### src/rtl/div_pkg.sv
// rtl/div_pkg.sv - shared types and constants for the round-robin divider sequencer
package div_pkg;

  typedef enum logic [1:0] {IDLE, RUN, DONE} state_t;

  // Index width for n items; never narrower than one bit.
  function automatic int id_w(input int n);
    return (n > 1) ? $clog2(n) : 1;
  endfunction

  function automatic logic [63:0] divzero_q(input int width);
    return ~64'h0 >> (64 - width);
  endfunction

  function automatic logic [63:0] divzero_r(input int width);
    return ~64'h0 >> (64 - width);
  endfunction

endpackage

### src/rtl/div_restoring_step.sv
// rtl/div_restoring_step.sv - one combinational iteration of a restoring divider
module div_restoring_step #(
  parameter int WIDTH = 8
) (
  input  logic [WIDTH-1:0] p,
  input  logic             bit_in,
  input  logic [WIDTH-1:0] divisor,
  output logic [WIDTH-1:0] p_next,
  output logic             q_bit
);

  logic [WIDTH:0] trial;

  always_comb begin
    trial  = {p, bit_in};
    q_bit  = (trial >= {1'b0, divisor});
    // The new partial remainder is below the divisor, so its top bit is always zero.
    p_next = q_bit ? WIDTH'(trial - {1'b0, divisor}) : trial[WIDTH-1:0];
  end

endmodule

### src/rtl/div_rr_sequencer.sv
// rtl/div_rr_sequencer.sv - round-robin arbiter and FSM sharing one bit-serial restoring divider
module div_rr_sequencer
  import div_pkg::*;
#(
  parameter int WIDTH = 8,
  parameter int NREQ  = 2,
  localparam int ID_W = id_w(NREQ)
) (
  input  logic                  clk,
  input  logic                  rst,
  input  logic [NREQ-1:0]       req_valid,
  output logic [NREQ-1:0]       req_ready,
  input  logic [NREQ*WIDTH-1:0] req_dividend,
  input  logic [NREQ*WIDTH-1:0] req_divisor,
  output logic                  rsp_valid,
  input  logic                  rsp_ready,
  output logic [ID_W-1:0]       rsp_id,
  output logic [WIDTH-1:0]      rsp_quotient,
  output logic [WIDTH-1:0]      rsp_remainder,
  output logic                  rsp_divzero,
  output logic                  busy
);

  localparam int CNT_W = id_w(WIDTH);

  state_t           state, state_next;
  logic [ID_W-1:0]  rr_ptr, grant, owner;
  logic             found, accept, last_iter, zero_div, q_bit;
  logic [WIDTH-1:0] dvd, dsr, quo, prem, prem_next, sel_dvd, sel_dsr;
  logic [CNT_W-1:0] cnt;

  // First valid requester searched upward from the rr pointer, with wrap.
  always_comb begin
    found = 1'b0;
    grant = '0;
    for (int k = 0; k < NREQ; k++) begin
      if (!found && req_valid[(int'(rr_ptr) + k) % NREQ]) begin
        found = 1'b1;
        grant = ID_W'((int'(rr_ptr) + k) % NREQ);
      end
    end
  end

  always_comb begin
    req_ready = '0;
    if (state == IDLE && found) req_ready[grant] = 1'b1;
  end

  assign accept    = (state == IDLE) && found;
  assign last_iter = (cnt == CNT_W'(WIDTH - 1));
  assign sel_dvd   = req_dividend[int'(grant)*WIDTH +: WIDTH];
  assign sel_dsr   = req_divisor[int'(grant)*WIDTH +: WIDTH];

  div_restoring_step #(.WIDTH(WIDTH)) u_step (
    .p       (prem),
    .bit_in  (dvd[WIDTH-1]),
    .divisor (dsr),
    .p_next  (prem_next),
    .q_bit   (q_bit)
  );

  always_ff @(posedge clk or posedge rst) begin
    if (rst) state <= IDLE;
    else     state <= state_next;
  end

  // Divide-by-zero passes through RUN for a single cycle to load the all-ones result.
  always_comb begin
    state_next = state;
    case (state)
      IDLE:    if (accept) state_next = RUN;
      RUN:     if (zero_div || last_iter) state_next = DONE;
      DONE:    if (rsp_ready) state_next = IDLE;
      default: state_next = IDLE;
    endcase
  end

  always_ff @(posedge clk or posedge rst) begin
    if (rst) begin
      rr_ptr   <= '0;
      owner    <= '0;
      dvd      <= '0;
      dsr      <= '0;
      quo      <= '0;
      prem     <= '0;
      cnt      <= '0;
      zero_div <= 1'b0;
    end else begin
      case (state)
        IDLE: if (accept) begin
          dvd      <= sel_dvd;
          dsr      <= sel_dsr;
          owner    <= grant;
          rr_ptr   <= (grant == ID_W'(NREQ - 1)) ? '0 : grant + ID_W'(1);
          quo      <= '0;
          prem     <= '0;
          cnt      <= '0;
          zero_div <= (sel_dsr == '0);
        end
        RUN: if (zero_div) begin
          quo  <= WIDTH'(divzero_q(WIDTH));
          prem <= WIDTH'(divzero_r(WIDTH));
        end else begin
          prem <= prem_next;
          quo  <= {quo[WIDTH-2:0], q_bit};
          dvd  <= {dvd[WIDTH-2:0], 1'b0};
          cnt  <= cnt + CNT_W'(1);
        end
        default: ;
      endcase
    end
  end

  assign rsp_valid     = (state == DONE);
  assign rsp_id        = owner;
  assign rsp_quotient  = quo;
  assign rsp_remainder = prem;
  assign rsp_divzero   = zero_div;
  assign busy          = (state != IDLE);

endmodule

### config.mk
export PLATFORM = sky130hd
export DESIGN_NAME = div_rr_sequencer
export DESIGN_NICKNAME = d
export VERILOG_FILES = /design/src/rtl/div_pkg.sv /design/src/rtl/div_restoring_step.sv /design/src/rtl/div_rr_sequencer.sv
export SDC_FILE = /design/constraint.sdc
export NUM_CORES = 1
export LEC_CHECK = 0
export ABC_CLOCK_PERIOD_IN_PS = 4100
export CORE_ASPECT_RATIO = 1.25
export CORE_MARGIN = 1.5
export CORE_UTILIZATION = 45
export DETAILED_ROUTE_END_ITERATION = 16
export GPL_TIMING_DRIVEN = 0
export PLACE_DENSITY = 0.78
export SYNTH_ARGS = -nofsm -noshare
export SYNTH_HDL_FRONTEND = slang
export SYNTH_SLANG_ARGS = --single-unit
### constraint.sdc
create_clock -name clk -period 4.1 [get_ports clk]
set_input_delay 0.82 -clock clk [delete_from_list [all_inputs] [get_ports clk]]
set_output_delay 0.82 -clock clk [all_outputs]
set_load 0.05 [all_outputs]
==> flow_metrics.tcl <==
set metrics [dict create \
    finalSetupViolCount 0 \
    antenna_found_initial 0 \
    drcViolationCount 0 \
    pwr-share-clk_pct 10.6 \
    post-place-cells 394 \
    syn_area_per_cell_um2 9.481 \
    seqPwrFrac_pct 22.8 \
    totalWireLength_um 6033 \
    maxCapViolCount 0 \
    slew_viol_final 0 \
    synthXorXnorAreaFrac_pct 1.359 \
    firstDrtPassIters 4 \
    portBuffers 58 \
    synth_seq_area_share_pct 38.82 \
    crit_type "primary input to output port" \
    core.rowCount 30 \
    grt_pass1_vias 2284 \
    grt_first_pass_wirelength_um 9991 \
    synth_cell_types 53 \
    cts_tree "yes" \
    ios 59 \
    synth-async-reset-ratio_pct 100.0 \
    synth_warnings 0 \
    clock_latency_ns 0.29 \
    die_y_um 87.64 \
    htree_levels 2 \
    cts.repair.resized 0 \
    gp_congestion 0.8304 \
    holdBufCountCts 0 \
    fin_setup_tns_ns 0 \
    synth_top_family_by_area "compound AO/OA/AOI/OAI gates" \
    max-slew-margin-rel_pct 44.71 \
    cp.arrival_ns 2.81 \
    min_period_ns 3.630 \
    area_growth_pct 30.52 \
    rsz0062_at_grt "no" \
    fin_cells 402 \
    drt_iter0_markers 137 \
    ys_ff_latch 40 \
    min_period_over_period_pct 88.55 \
    syn_inst 272 \
    ir_worst_vdd_v 0.0004133 \
    grt-ovfl-total 0 \
    dp_hpwl_um 4675 \
    worst_pin_slew_ns 0.8282 \
    clk_pin_slew_ns 0.08 \
    antennaDiodeCount 0 \
    switching_share_pct 47.30 \
    synth_nets 320 \
    p_int_w 0.001746 \
    ys.flop_type "dfrtp_1" \
    wire_per_inst_um 15.01 \
    critPathMaxFanout 10 \
    hold_path_class "register to register" \
    clock-sinks 40 \
    start_util_pct 47.05 \
    synth_fa_ha_area_share_pct 5.628 \
    vias_per_cell 5.632 \
    switchingPower_w 0.001567 \
    synth-compound-area-share_pct 23.24 \
    synth-edff-count 0 \
    combinationalPowerShare_pct 66.6 \
    yosys.area_share.simple_pct 17.71 \
    startpoint_type "primary input" \
    status "completed" \
    layout_common_cells "clkdlybuf4s50_1, dfrtp_1, nor2_1" \
    cts_buffers 5 \
    clock_path_buffers 2 \
    grtUsageTotal_pct 20.23 \
    core_mm2 0.005480 \
    synth_mux_area_share_pct 6.647 \
    crit_required_ns 3.28 \
    power_leakage_nw 1.509 \
    root_buffer "clkbuf_8" \
    synth_area_mm2 0.002579 \
    nFillCells 475 \
    p_per_area_mw_per_mm2 984.5 \
    fmax_ghz 0.2754 \
    clock_skew_ns 0.005671 \
    cp-end-kind "output port" \
    antenna_left 0 \
    layout-drive-gt1-share_pct 12.43 \
    nNetsFinal 385 \
    final_common_cell "clkdlybuf4s50_1" \
    cts_setup_buffers 0 \
    hold_viol_final 0 \
    die-area_mm2 0.006197 \
    die_w_um 70.71 \
    grt_max_degree 41 \
    vias 2264 \
]
-- worst paths after layout --
check                                  start          endpoint  slack, ns  cells after the start
worst max-delay path            req_valid[0]      req_ready[0]       0.47                      7
worst min-delay path                  dvd[6]            dvd[6]       0.48                      1
worst max register to register        dsr[0]  rsp_remainder[4]       2.07                      7
worst min register to register        dvd[6]            dvd[6]       0.48                      1
max in group asynchronous                rst            dsr[3]       2.57                      2
min in group asynchronous                rst   rsp_quotient[2]       1.01                      2
-- sequential cells by signal, summed over array words and instances, names as in the netlist --
signal and cells:
cnt 3, dsr 8, rsp_remainder 8, rsp_divzero 1, rsp_quotient 8, state 2
rsp_id 1, rr_ptr 1, dvd 8
-- Yosys cell counts (3+ instances only) --
master / number / area share [%]
a21oi_2: 4 / 1.4
clkbuf_1: 3 / 0.44
xor2_1: 3 / 1.0
o21ai_1: 10 / 1.9
buf_6: 5 / 2.2
nor2_1: 22 / 3.2
nor2_2: 3 / 0.73
inv_1: 17 / 2.5
nor3_1: 10 / 1.9
nand3_1: 4 / 0.78
o21ai_0: 5 / 0.97
ha_1: 10 / 4.9
a22o_1: 3 / 1.0
and3_1: 3 / 0.73
a21oi_1: 17 / 3.3
a221oi_2: 3 / 1.7
a211oi_1: 13 / 3.8
nor2b_1: 3 / 0.73
buf_2: 4 / 0.78
a21o_1: 11 / 3.2
nand2b_1: 3 / 0.73
dfrtp_1: 40 / 39
nand2_1: 20 / 2.9
mux2i_1: 16 / 6.2
and2_1: 3 / 0.73
-- cell families (layout without fill, tap and decap cells) --
logic type	after synthesis	count (layout)
AOI/OAI and AO/OA	82	82
DFF	40	40
xor gates and xnor gates	4	4
muxes	17	17
buffers and inverters	32	98
adders and majority gates	11	11
and+or+nand+nor	86	86
-- cell type report --
type	count	area, um2	area share (%)
Timing Repair Buffer	58	580.6	17.25
Clock inverter	1	30.03	0.8922
Sequential cell	40	1001	29.74
Multi-Input combinational cell	200	1408	41.82
Inverter	17	63.81	1.896
Buffer	15	106.4	3.160
Tap cell	64	80.08	2.379
Clock buffer	7	96.34	2.862
-- critical path: stages --
cell and delay [ns]:
clkdlybuf4s50_1 0.53, inv_1 0.05, o21ai_1 0.18, buf_4 0.24, nand2_1 0.12, inv_1 0.07
clkdlybuf4s50_1 0.80
-- power by group through the flow --
stage	logic (W)	clock network (W)	registers [W]
2_1_floorplan	0.00142	0	0.000999
3_3_place_gp	0.00215	0	0.000751
3_5_place_dp	0.00221	0	0.000760
4_1_cts	0.00222	0.000357	0.000753
5_1_grt	0.00242	0.000374	0.000777
6_report	0.00221	0.000352	0.000755
-- per-stage QoR --
| stage | total power, W | cell area (um2) | setup WS, ns | hold slack, ns | utilization, % |
|---|---|---|---|---|---|
| final | 0.003313 | 3366 | 0.4695 | 0.4811 | 61.42 |
| after global routing | 0.003573 | 3366 | 0.3735 | 0.4996 | 61.42 |
| after CTS | 0.003325 | 3366 | 0.4557 | 0.4840 | 61.42 |
| after detailed placement | 0.002966 | 3239 | 0.4506 | 0.4664 | 59.11 |
| after global placement | 0.002900 | 3239 | 0.4658 | 0.4625 | 59.11 |
| after floorplan | 0.002416 | 2579 | 1.394 | 0.4459 | - |
-- metal layers --
metal  share of wire (%)  track usage, %  vias to the layer above
met5                   0               0                        -
met4                 2.5           8.576                        0
met3                 3.9           3.567                       12
met2                  52           35.77                       66
met1                  41           24.29                     1081
li1                    -               -                     1105
No activity file was read; power rests on OpenSTA's default activity.
